`config.mk`:
```
export PLATFORM = sky130hd
export DESIGN_NAME = mem_peak_monitor
export DESIGN_NICKNAME = d
export VERILOG_FILES = /design/src/rtl/mem_mon_pkg.sv /design/src/rtl/mem_peak_chan.sv /design/src/rtl/mem_peak_monitor.sv
export SDC_FILE = /design/constraint.sdc
export NUM_CORES = 1
export LEC_CHECK = 0
export ABC_AREA = 1
export CAP_MARGIN = 20
export CELL_PAD_IN_SITES_DETAIL_PLACEMENT = 1
export CELL_PAD_IN_SITES_GLOBAL_PLACEMENT = 1
export CORE_UTILIZATION = 45
export CTS_BUF_LIST = sky130_fd_sc_hd__clkbuf_8
export DETAILED_ROUTE_END_ITERATION = 16
export PLACE_DENSITY_LB_ADDON = 0.1
export SETUP_SLACK_MARGIN = 0.2
export SLEW_MARGIN = 40
export SYNTH_ARGS = -nofsm -noshare
export SYNTH_HDL_FRONTEND = slang
export SYNTH_SLANG_ARGS = --single-unit
```
`constraint.sdc`:
```
create_clock -name clk -period 10 [get_ports clk]
set_clock_uncertainty 0.15 [all_clocks]
set_input_delay 2.5 -clock clk [delete_from_list [all_inputs] [get_ports clk]]
set_output_delay 2.5 -clock clk [all_outputs]
set_load 0.005 [all_outputs]
```
`src/rtl/mem_mon_pkg.sv`:
```
// Shared definitions for the memory-usage peak monitor: read FSM encoding,
// default widths and an unsigned max helper.
package mem_mon_pkg;

    localparam int DEF_W  = 16;
    localparam int DEF_CW = 24;

    // Widest usage word the max helper accepts; narrower words are zero-extended.
    localparam int MAX_W  = 32;

    typedef enum logic {
        ST_IDLE = 1'b0,
        ST_RESP = 1'b1
    } rd_state_t;

    // Unsigned maximum; callers zero-extend W-bit operands to MAX_W.
    function automatic logic [MAX_W-1:0] umax(input logic [MAX_W-1:0] a,
                                              input logic [MAX_W-1:0] b);
        return (a > b) ? a : b;
    endfunction

endpackage

```
`src/rtl/mem_peak_chan.sv`:
```
// One monitored channel: sticky peak, tumbling-window peak, saturating
// over-threshold cycle count and registered over-threshold alarm.
module mem_peak_chan
    import mem_mon_pkg::*;
#(
    parameter int W  = DEF_W,
    parameter int CW = DEF_CW
)(
    input  logic          clk,
    input  logic          reset,
    input  logic [W-1:0]  usage,
    input  logic [W-1:0]  thresh,
    input  logic          win_term,
    input  logic          win_en,
    input  logic          clr,
    output logic [W-1:0]  peak,
    output logic [W-1:0]  win_peak,
    output logic [CW-1:0] over_cnt,
    output logic          alarm
);

    logic [W-1:0] run;
    logic [W-1:0] peak_max;
    logic [W-1:0] run_max;
    logic         over;

    assign over     = (usage > thresh);
    assign peak_max = W'(umax(MAX_W'(peak), MAX_W'(usage)));
    assign run_max  = W'(umax(MAX_W'(run), MAX_W'(usage)));

    // Peak and over-count: clear-on-read restarts from this cycle's sample.
    always_ff @(posedge clk) begin
        // NOTE: non-blocking assignments on all state, so every register in
        // this block sees the pre-edge values of the others.
        if (reset) begin
            peak     <= '0;
            over_cnt <= '0;
            alarm    <= 1'b0;
        end else begin
            alarm <= over;
            if (clr) begin
                peak     <= usage;
                over_cnt <= over ? CW'(1) : '0;
            end else begin
                peak <= peak_max;
                if (over && (over_cnt != '1))
                    over_cnt <= over_cnt + 1'b1;
            end
        end
    end

    // Window maximum: fold samples into run, publish it on the terminal cycle.
    always_ff @(posedge clk) begin
        if (reset) begin
            run      <= '0;
            win_peak <= '0;
        end else if (win_en) begin
            if (win_term) begin
                win_peak <= run_max;
                run      <= '0;
            end else begin
                run <= run_max;
            end
        end
    end

endmodule

```
`src/rtl/mem_peak_monitor.sv`:
```
// Multi-channel memory-usage peak monitor with a shared tumbling window
// counter and a request/acknowledge read port with optional clear-on-read.
module mem_peak_monitor
    import mem_mon_pkg::*;
#(
    parameter int NCH = 4,
    parameter int W   = DEF_W,
    parameter int CW  = DEF_CW,
    parameter int CHW = 4
)(
    input  logic           clk,
    input  logic           reset,
    input  logic [NCH*W-1:0] usage_in,
    input  logic [CW-1:0]  window_len,
    input  logic [W-1:0]   thresh,
    input  logic           rd_req,
    input  logic [CHW-1:0] rd_ch,
    input  logic           rd_clr,
    output logic           rd_ack,
    output logic [W-1:0]   rd_peak,
    output logic [W-1:0]   rd_win_peak,
    output logic [CW-1:0]  rd_over_cnt,
    output logic [NCH-1:0] alarm
);

    logic [CW-1:0] wc;
    logic          win_en;
    logic          win_term;
    rd_state_t     state;
    rd_state_t     state_next;
    logic          accept;

    logic [W-1:0]  peak_a     [NCH];
    logic [W-1:0]  win_peak_a [NCH];
    logic [CW-1:0] over_cnt_a [NCH];

    logic [W-1:0]  sel_peak;
    logic [W-1:0]  sel_win_peak;
    logic [CW-1:0] sel_over_cnt;

    // A shrunk window_len makes the current cycle terminal immediately.
    assign win_en   = (window_len != '0);
    assign win_term = win_en && (wc >= window_len - 1'b1);

    // Window counter: 0..window_len-1, parked at 0 while windowing is off.
    always_ff @(posedge clk) begin
        if (reset || win_term || !win_en)
            wc <= '0;
        else
            wc <= wc + 1'b1;
    end

    // Read FSM state register.
    always_ff @(posedge clk) begin
        if (reset)
            state <= ST_IDLE;
        else
            state <= state_next;
    end

    // Read FSM next state: accept a request only in IDLE, spend one cycle in RESP.
    always_comb begin
        // NOTE: every signal written here gets a default first; a path that
        // skips an assignment would otherwise infer a latch.
        state_next = state;
        accept     = 1'b0;
        case (state)
            ST_IDLE: begin
                if (rd_req) begin
                    accept     = 1'b1;
                    state_next = ST_RESP;
                end
            end
            ST_RESP: state_next = ST_IDLE;
            default: state_next = ST_IDLE;
        endcase
    end

    assign rd_ack = (state == ST_RESP);

    for (genvar gi = 0; gi < NCH; gi++) begin : g_chan
        mem_peak_chan #(.W(W), .CW(CW)) u_chan (
            .clk      (clk),
            .reset    (reset),
            .usage    (usage_in[gi*W +: W]),
            .thresh   (thresh),
            .win_term (win_term),
            .win_en   (win_en),
            .clr      (accept && rd_clr && (rd_ch == CHW'(gi))),
            .peak     (peak_a[gi]),
            .win_peak (win_peak_a[gi]),
            .over_cnt (over_cnt_a[gi]),
            .alarm    (alarm[gi])
        );
    end

    // Channel select mux; an unpopulated channel number reads as zero.
    always_comb begin
        sel_peak     = '0;
        sel_win_peak = '0;
        sel_over_cnt = '0;
        for (int i = 0; i < NCH; i++) begin
            if (rd_ch == CHW'(i)) begin
                sel_peak     = peak_a[i];
                sel_win_peak = win_peak_a[i];
                sel_over_cnt = over_cnt_a[i];
            end
        end
    end

    // Read data registers: load on acceptance, hold until the next read.
    always_ff @(posedge clk) begin
        if (reset) begin
            rd_peak     <= '0;
            rd_win_peak <= '0;
            rd_over_cnt <= '0;
        end else if (accept) begin
            rd_peak     <= sel_peak;
            rd_win_peak <= sel_win_peak;
            rd_over_cnt <= sel_over_cnt;
        end
    end

endmodule

```
== Yosys cells after proc, flatten, opt, wreduce, memory -nomap -nowiden ==
Index checks and enable logic that the tools add are counted.
Word-level totals
  register bits after elaboration: 373
  input port bits: 112
  output and inout port bits: 61
  word-level logic and storage cells: 119
Operators by class
  add/subtract/negate cells: 6
  $lt $le $gt $ge: 13
  equal/unequal tests: 11
  muxes and demuxes: 43
  bitwise gates (word level): 1
  reduce and logical (&&, ||, !) cells: 20
Operator list (count)
  two-way mux 16 bit: 24
  two-way mux 24 bit: 12
  greater-than comparator 16 bit: 12
  adder 24 x 1 -> 24 bit, second input constant: 5
  != test 24 bit, second input constant: 4
  >= comparator 24 bit: 1
  nonzero test 24 bit: 1
  subtractor 24 x 1 -> 24 bit, second input constant: 1
  logical AND 1 bit: 10
  == test 4 x 2 -> 1 bit, second input constant: 2
  != test 2 x 1 -> 1 bit, second input constant: 4
  nonzero test 2 bit: 4
  two-way mux 1 bit: 6
  == test 4 x 1 -> 1 bit, second input constant: 1
  logical NOT 4 bit: 1
  logical OR 1 bit: 2
  case mux 1 bit (2 select lines): 1
  AND reduction 2 bit: 1
  logical NOT 1 bit: 1
  NOT 1 bit: 1

== Logic depth before layout (Yosys ltp) ==
  depth after elaboration: 5
  mapped depth: 23
  mapped depth without buffers: 21

== Modules after synthesis ==
Synthesis repeated with hierarchy kept, for this count alone.
Unflattened totals
  cell total of the unflattened synthesis: 3990
  area, all modules: 25759.7 sq um
Modules (own cells, without submodules)
  mem_peak_chan: times used 4, cells each 769, area an instance 4937.2 sq um, seq. area each 1461.4 sq um
  mem_peak_monitor: times used 1, cells each 914, area an instance 6010.8 sq um, seq. area each 1621.6 sq um

== Worst setup path after synthesis ==
OpenSTA, ideal clock, no wires.
  path kind: input port to flip-flop
  start: input port window_len[0]
  end: register g_chan[0].u_chan.win_peak[10]
  setup time: 112 ps
  arrival time: 5018 ps
  path slack: 4721 ps
  stages on the path: 20
  path buffers: 2
  cell sequence: inv_1 > ha_1 > nand2_1 > nor2_2 > nand4_1 > nor4_1 > xor2_1 > inv_1 > ha_1 > nand2_1 > nor2_1 > nand2_1 > nor2_1 > nand2_1 > nor2_1 > o21ai_1 > buf_2 > buf_2 > nor2_1 > nor2_1
On the way
  cells in the longest elaborated chain, start to end: 4
RTL lines
  from (decl): line mem_peak_monitor.sv:14  | input logic [CW-1:0] window_len,
  subtractor 24 x 1 -> 24 bit: line mem_peak_monitor.sv:43  | assign win_term = win_en && (wc >= window_len - 1'b1);
  >= comparator 24 bit: line mem_peak_monitor.sv:43
  logical AND 1 bit: line mem_peak_monitor.sv:43
  AND reduction 2 bit (no line) *
  to (signal assigned): line mem_peak_chan.sv:59  | win_peak <= run_max;
  to (decl): line mem_peak_chan.sv:17  | output logic [W-1:0] win_peak,
Mark *: on every way between the ends. The rest lies on a longest branch, timed or not.
A chain may end at the register's enable or synchronous reset.

== Worst setup path in the final report ==
  start: input port window_len[2]
  end: register g_chan[1].u_chan.win_peak[11]
On the way
  cells in the longest elaborated chain, start to end: 4
RTL lines (line)
  subtractor 24 x 1 -> 24 bit: mem_peak_monitor.sv:43
  >= comparator 24 bit: mem_peak_monitor.sv:43
  logical AND 1 bit: mem_peak_monitor.sv:43
  AND reduction 2 bit (no line) *
  to (signal assigned): mem_peak_chan.sv:59
  to (decl): mem_peak_chan.sv:17
Marks and branches as above.

==> results.tsv <==
stage	metric	value	unit
timing	fin_crit_sh	0.636	
global_routing	antenna_found_initial	1	
timing	finalSetupViolCount	0	
critical_path	r2r-start	rd_ack$_SDFF_PP0_	
die	row_count	84	
logic_synthesis	synth_top_family_by_area	simple AND/OR/NAND/NOR gates	
layout	fill_cells	7088	
die	fp.dieH	235	um
logic_synthesis	ys_async_sr_fraction	0	
global_routing	overflow	0	
critical_path	rr_endpoint	g_chan[2].u_chan.peak[11]$_SDFFE_PP0P_	
logic_synthesis	synthMuxAreaShare	0	
die	die_area	55200	um2
timing	rsz0062_at_grt	no	
hold_path	hp-class	reg2reg	
power_and_ir_drop	ir_drop	89.2	uV
cts	clk-insertion-delay-late	0.67	ns
place	io_buffer_count	172	
layout	stdcell_area	27900	um2
layout	final_nets	4151	
power_and_ir_drop	p_total	0.00408	W
critical_path	ff2ff_setup_slack	6.29	ns
cts	postCtsSetupRepairBufs	0	
critical_path	reg2regPathDepth	10	
critical_path	critPathLaunchType	primary input	
timing	relSlewSlack	0.430	
hold_path	min_path_cells	1	
route	avgViaCountPerCell	5.61	
global_routing	grt_max_degree	116	
global_routing	grt_pass1_vias	25900	
route	drt.antenna.violating_nets	0	
critical_path	path_max_fanout	115	
layout	areaGrowthSynthToFinish	14.4	%
place	dpl_cell_area	26400	um2
timing	tns	0	ns
cts	hold_buffers	0	
logic_synthesis	ys_ff_latch	373	
cts	cts_root_buf	clkbuf_8	
layout	insertedDiodeCount	0	
cts	cts.reportedPaths.clkPinSlew	0.06	ns
hold_path	hold_start	wc[0]$_SDFF_PP0_	
logic_synthesis	synth_area_per_cell	6.59	um2
timing	tightest_slew	0.853	ns
logic_synthesis	synthFlopType	dfxtp_1	
logic_synthesis	synthDistinctLibCells	46	
logic_synthesis	synthSimpleGateAreaFrac	0.323	
logic_synthesis	synthAdderAreaFrac	0.114	
logic_synthesis	netlist_area	24400	um2
cts	cts_buffer_depth	3	
place	gp_congestion	0.946	
die	die_w	235	um
critical_path	crit_type	in2reg	
critical_path	critPathRequiredTime	10.40	ns
hold_path	hold-path-endpoint	wc[0]$_SDFF_PP0_	
timing	final_max_slew_viol_count	0	
logic_synthesis	synthXorXnorAreaFrac	0.0312	
power_and_ir_drop	power_density	146	nW/um2
route	first_pass_iters	5	
logic_synthesis	synth-edff-count	0	
cts	cts.sinks	373	
die	start_util	0.460	
route	routed_wl	93.0	mm
power_and_ir_drop	p_leak	12.4	nW
place	dp_hpwl	70.0	mm
critical_path	critPathArrivalTime	6.75	ns
timing	whs	0.316	ns
route	vias	25600	
critical_path	cp-startpoint	window_len[2]	
route	drc	0	
cts	cts.repair.resized	0	
timing	period_needed	6.36	ns
logic_synthesis	synth_seq_area_share	0.306	
logic_synthesis	syn-num-nets	4041	
cts	numCtsBuffers	73	
route	drt_iter0_drc	1447	
cts	htreeDepth	3	
die	core	53100	um2
global_routing	grt_pass1_wl	144	mm
route	wl_per_cell	20.4	um
logic_synthesis	synth_compound_area_frac	0.129	
logic_synthesis	postSynthCellCount	3706	
run	drv_cap	0	
global_routing	grt.total_usage	0.329	
logic_synthesis	yosysWarningCount	0	
layout	post_route_cells_drive_above_1_share	0.0504	
status	status	complete, no violations	
timing	hold_viol_final	0	
die	io_pins	173	
timing	fmax	0.157	GHz
cts	cts_tree	yes	
critical_path	end_kind	flip-flop	
## cell usage in the layout, fill, tap and decap left out, types with 3 or more instances in the layout
master and count:
a21o_1 4, a21oi_1 283, a31oi_1 55, buf_4 12
buf_6 4, clkbuf_8 94, clkdlybuf4s50_1 171, clkinv_2 11
clkinvlp_4 3, dfxtp_1 373, ha_1 223, inv_1 445
inv_2 6, nand2_1 926, nand2_2 16, nand3_1 275
nand3_2 5, nand3_4 4, nand3b_1 21, nand4_1 41
nor2_1 449, nor2_2 8, nor2_4 14, nor3_1 71
nor3b_1 9, nor4_1 3, o21a_1 9, o21ai_0 167
o21bai_1 4, o22ai_1 50, xnor2_1 17, xor2_1 70
## layout make-up
| cell class | count | area, um2 | area share |
|---|---|---|---|
| Multi-Input combinational cell | 2746 | 14600 | 0.524 |
| Clock inverter | 34 | 179 | 0.00641 |
| Sequential cell | 373 | 7470 | 0.267 |
| Clock buffer | 94 | 1290 | 0.0463 |
| Inverter | 434 | 1630 | 0.0585 |
| Timing Repair Buffer | 188 | 1850 | 0.0663 |
| Tap cell | 688 | 861 | 0.0308 |
## synth_stat cells (2+ instances only)
master	n	share of area
nor2_1	451	0.069
nand3_4	4	0.0029
nand3_1	275	0.056
buf_4	8	0.0025
nand2_2	12	0.0031
ha_1	223	0.11
inv_2	5	0.00077
xor2_1	70	0.025
a21o_1	4	0.0012
or2_2	2	0.00051
nor2_4	11	0.0051
nor3_2	2	0.00082
clkbuf_1	79	0.012
nor3b_1	9	0.0028
o221a_2	2	0.00092
o21a_1	9	0.0028
o21ai_1	2	0.00041
o22ai_1	50	0.013
xnor2_1	17	0.0061
o21bai_1	4	0.0012
a21boi_0	2	0.00062
buf_6	4	0.0018
nand3b_1	21	0.0065
nor3_1	71	0.015
buf_8	3	0.0018
a21oi_1	284	0.058
nand4_1	41	0.011
inv_1	428	0.066
nand3_2	5	0.0021
o21ai_0	167	0.034
a31oi_1	57	0.015
buf_1	12	0.0018
buf_2	46	0.0094
nor2_2	9	0.0023
o31ai_1	2	0.00062
dfxtp_1	373	0.31
nand2_4	2	0.00092
nand2_1	930	0.14
nor4_1	3	0.00077
## per-layer routing
| layer | track usage | part of all wire |
|---|---|---|
| met5 | 0 | 0.00012 |
| met4 | 0.185 | 0.059 |
| met3 | 0.0572 | 0.050 |
| met2 | 0.565 | 0.47 |
| met1 | 0.389 | 0.42 |
## registers in the layout, indices dropped and copies added, names as in the netlist
| register | count |
|---|---|
| g_chan.u_chan.over_cnt | 96 |
| g_chan.u_chan.peak | 64 |
| g_chan.u_chan.run | 64 |
| g_chan.u_chan.win_peak | 64 |
| rd_over_cnt | 24 |
| wc | 24 |
| rd_peak | 16 |
| rd_win_peak | 16 |
| g_chan.u_chan.alarm | 4 |
| rd_ack | 1 |
## per-stage QoR
step,instances,setup WS (ns),utilization
finish,4557,3.64,0.526
global route,4557,3.27,0.526
CTS,4556,3.54,0.526
detailed placement,4428,2.89,0.498
global placement,4428,3.12,0.498
floorplan,3706,4.72,-
## worst max-delay path, stage by stage
cell and delay [ns]:
clkdlybuf4s50_1 0.49, nor2_2 0.24, nand3_1 0.24, nor2_1 0.27, nand2_1 0.14, inv_1 0.08, nand3_1 0.11, nor3_1 0.20
xor2_1 0.18, ha_1 0.26, a21oi_1 0.17, o21ai_0 0.12, a21oi_1 0.13, nand2_1 0.15, o21ai_4 0.42, buf_6 0.69
nand2_1 0.14, nand2_1 0.10, nor2_1 0.06
## where the power goes
part / leakage [nW] / internal, W / switching [W]
combinational: 8.50 / 0.000285 / 0.000522
clock: 0.835 / 0.000866 / 0.000732
sequential: 3.06 / 0.00158 / 0.0000904
## how the worst max path moves through the flow
stage | end | slack (ns) | depth (start not counted)
floorplan | g_chan[0].u_chan.win_peak[10]$_SDFFE_PP0P_ | 4.72 | 20
global placement | g_chan[3].u_chan.win_peak[15]$_SDFFE_PP0P_ | 3.12 | 19
detailed placement | wc[12]$_SDFF_PP0_ | 2.89 | 17
CTS | wc[15]$_SDFF_PP0_ | 3.54 | 17
global route | g_chan[0].u_chan.win_peak[13]$_SDFFE_PP0P_ | 3.27 | 19
finish | g_chan[1].u_chan.win_peak[11]$_SDFFE_PP0P_ | 3.64 | 19
## cell families (layout without fill, tap and decap cells)
group,after synthesis,in the layout
AO/OA/AOI/OAI,586,586
XOR/XNOR,87,87
adder cells (fa/ha/maj),223,223
buffers and inverters,587,750
flip-flops,373,373
AND/OR/NAND/NOR,1850,1850
No activity file was read; power rests on OpenSTA's default activity.
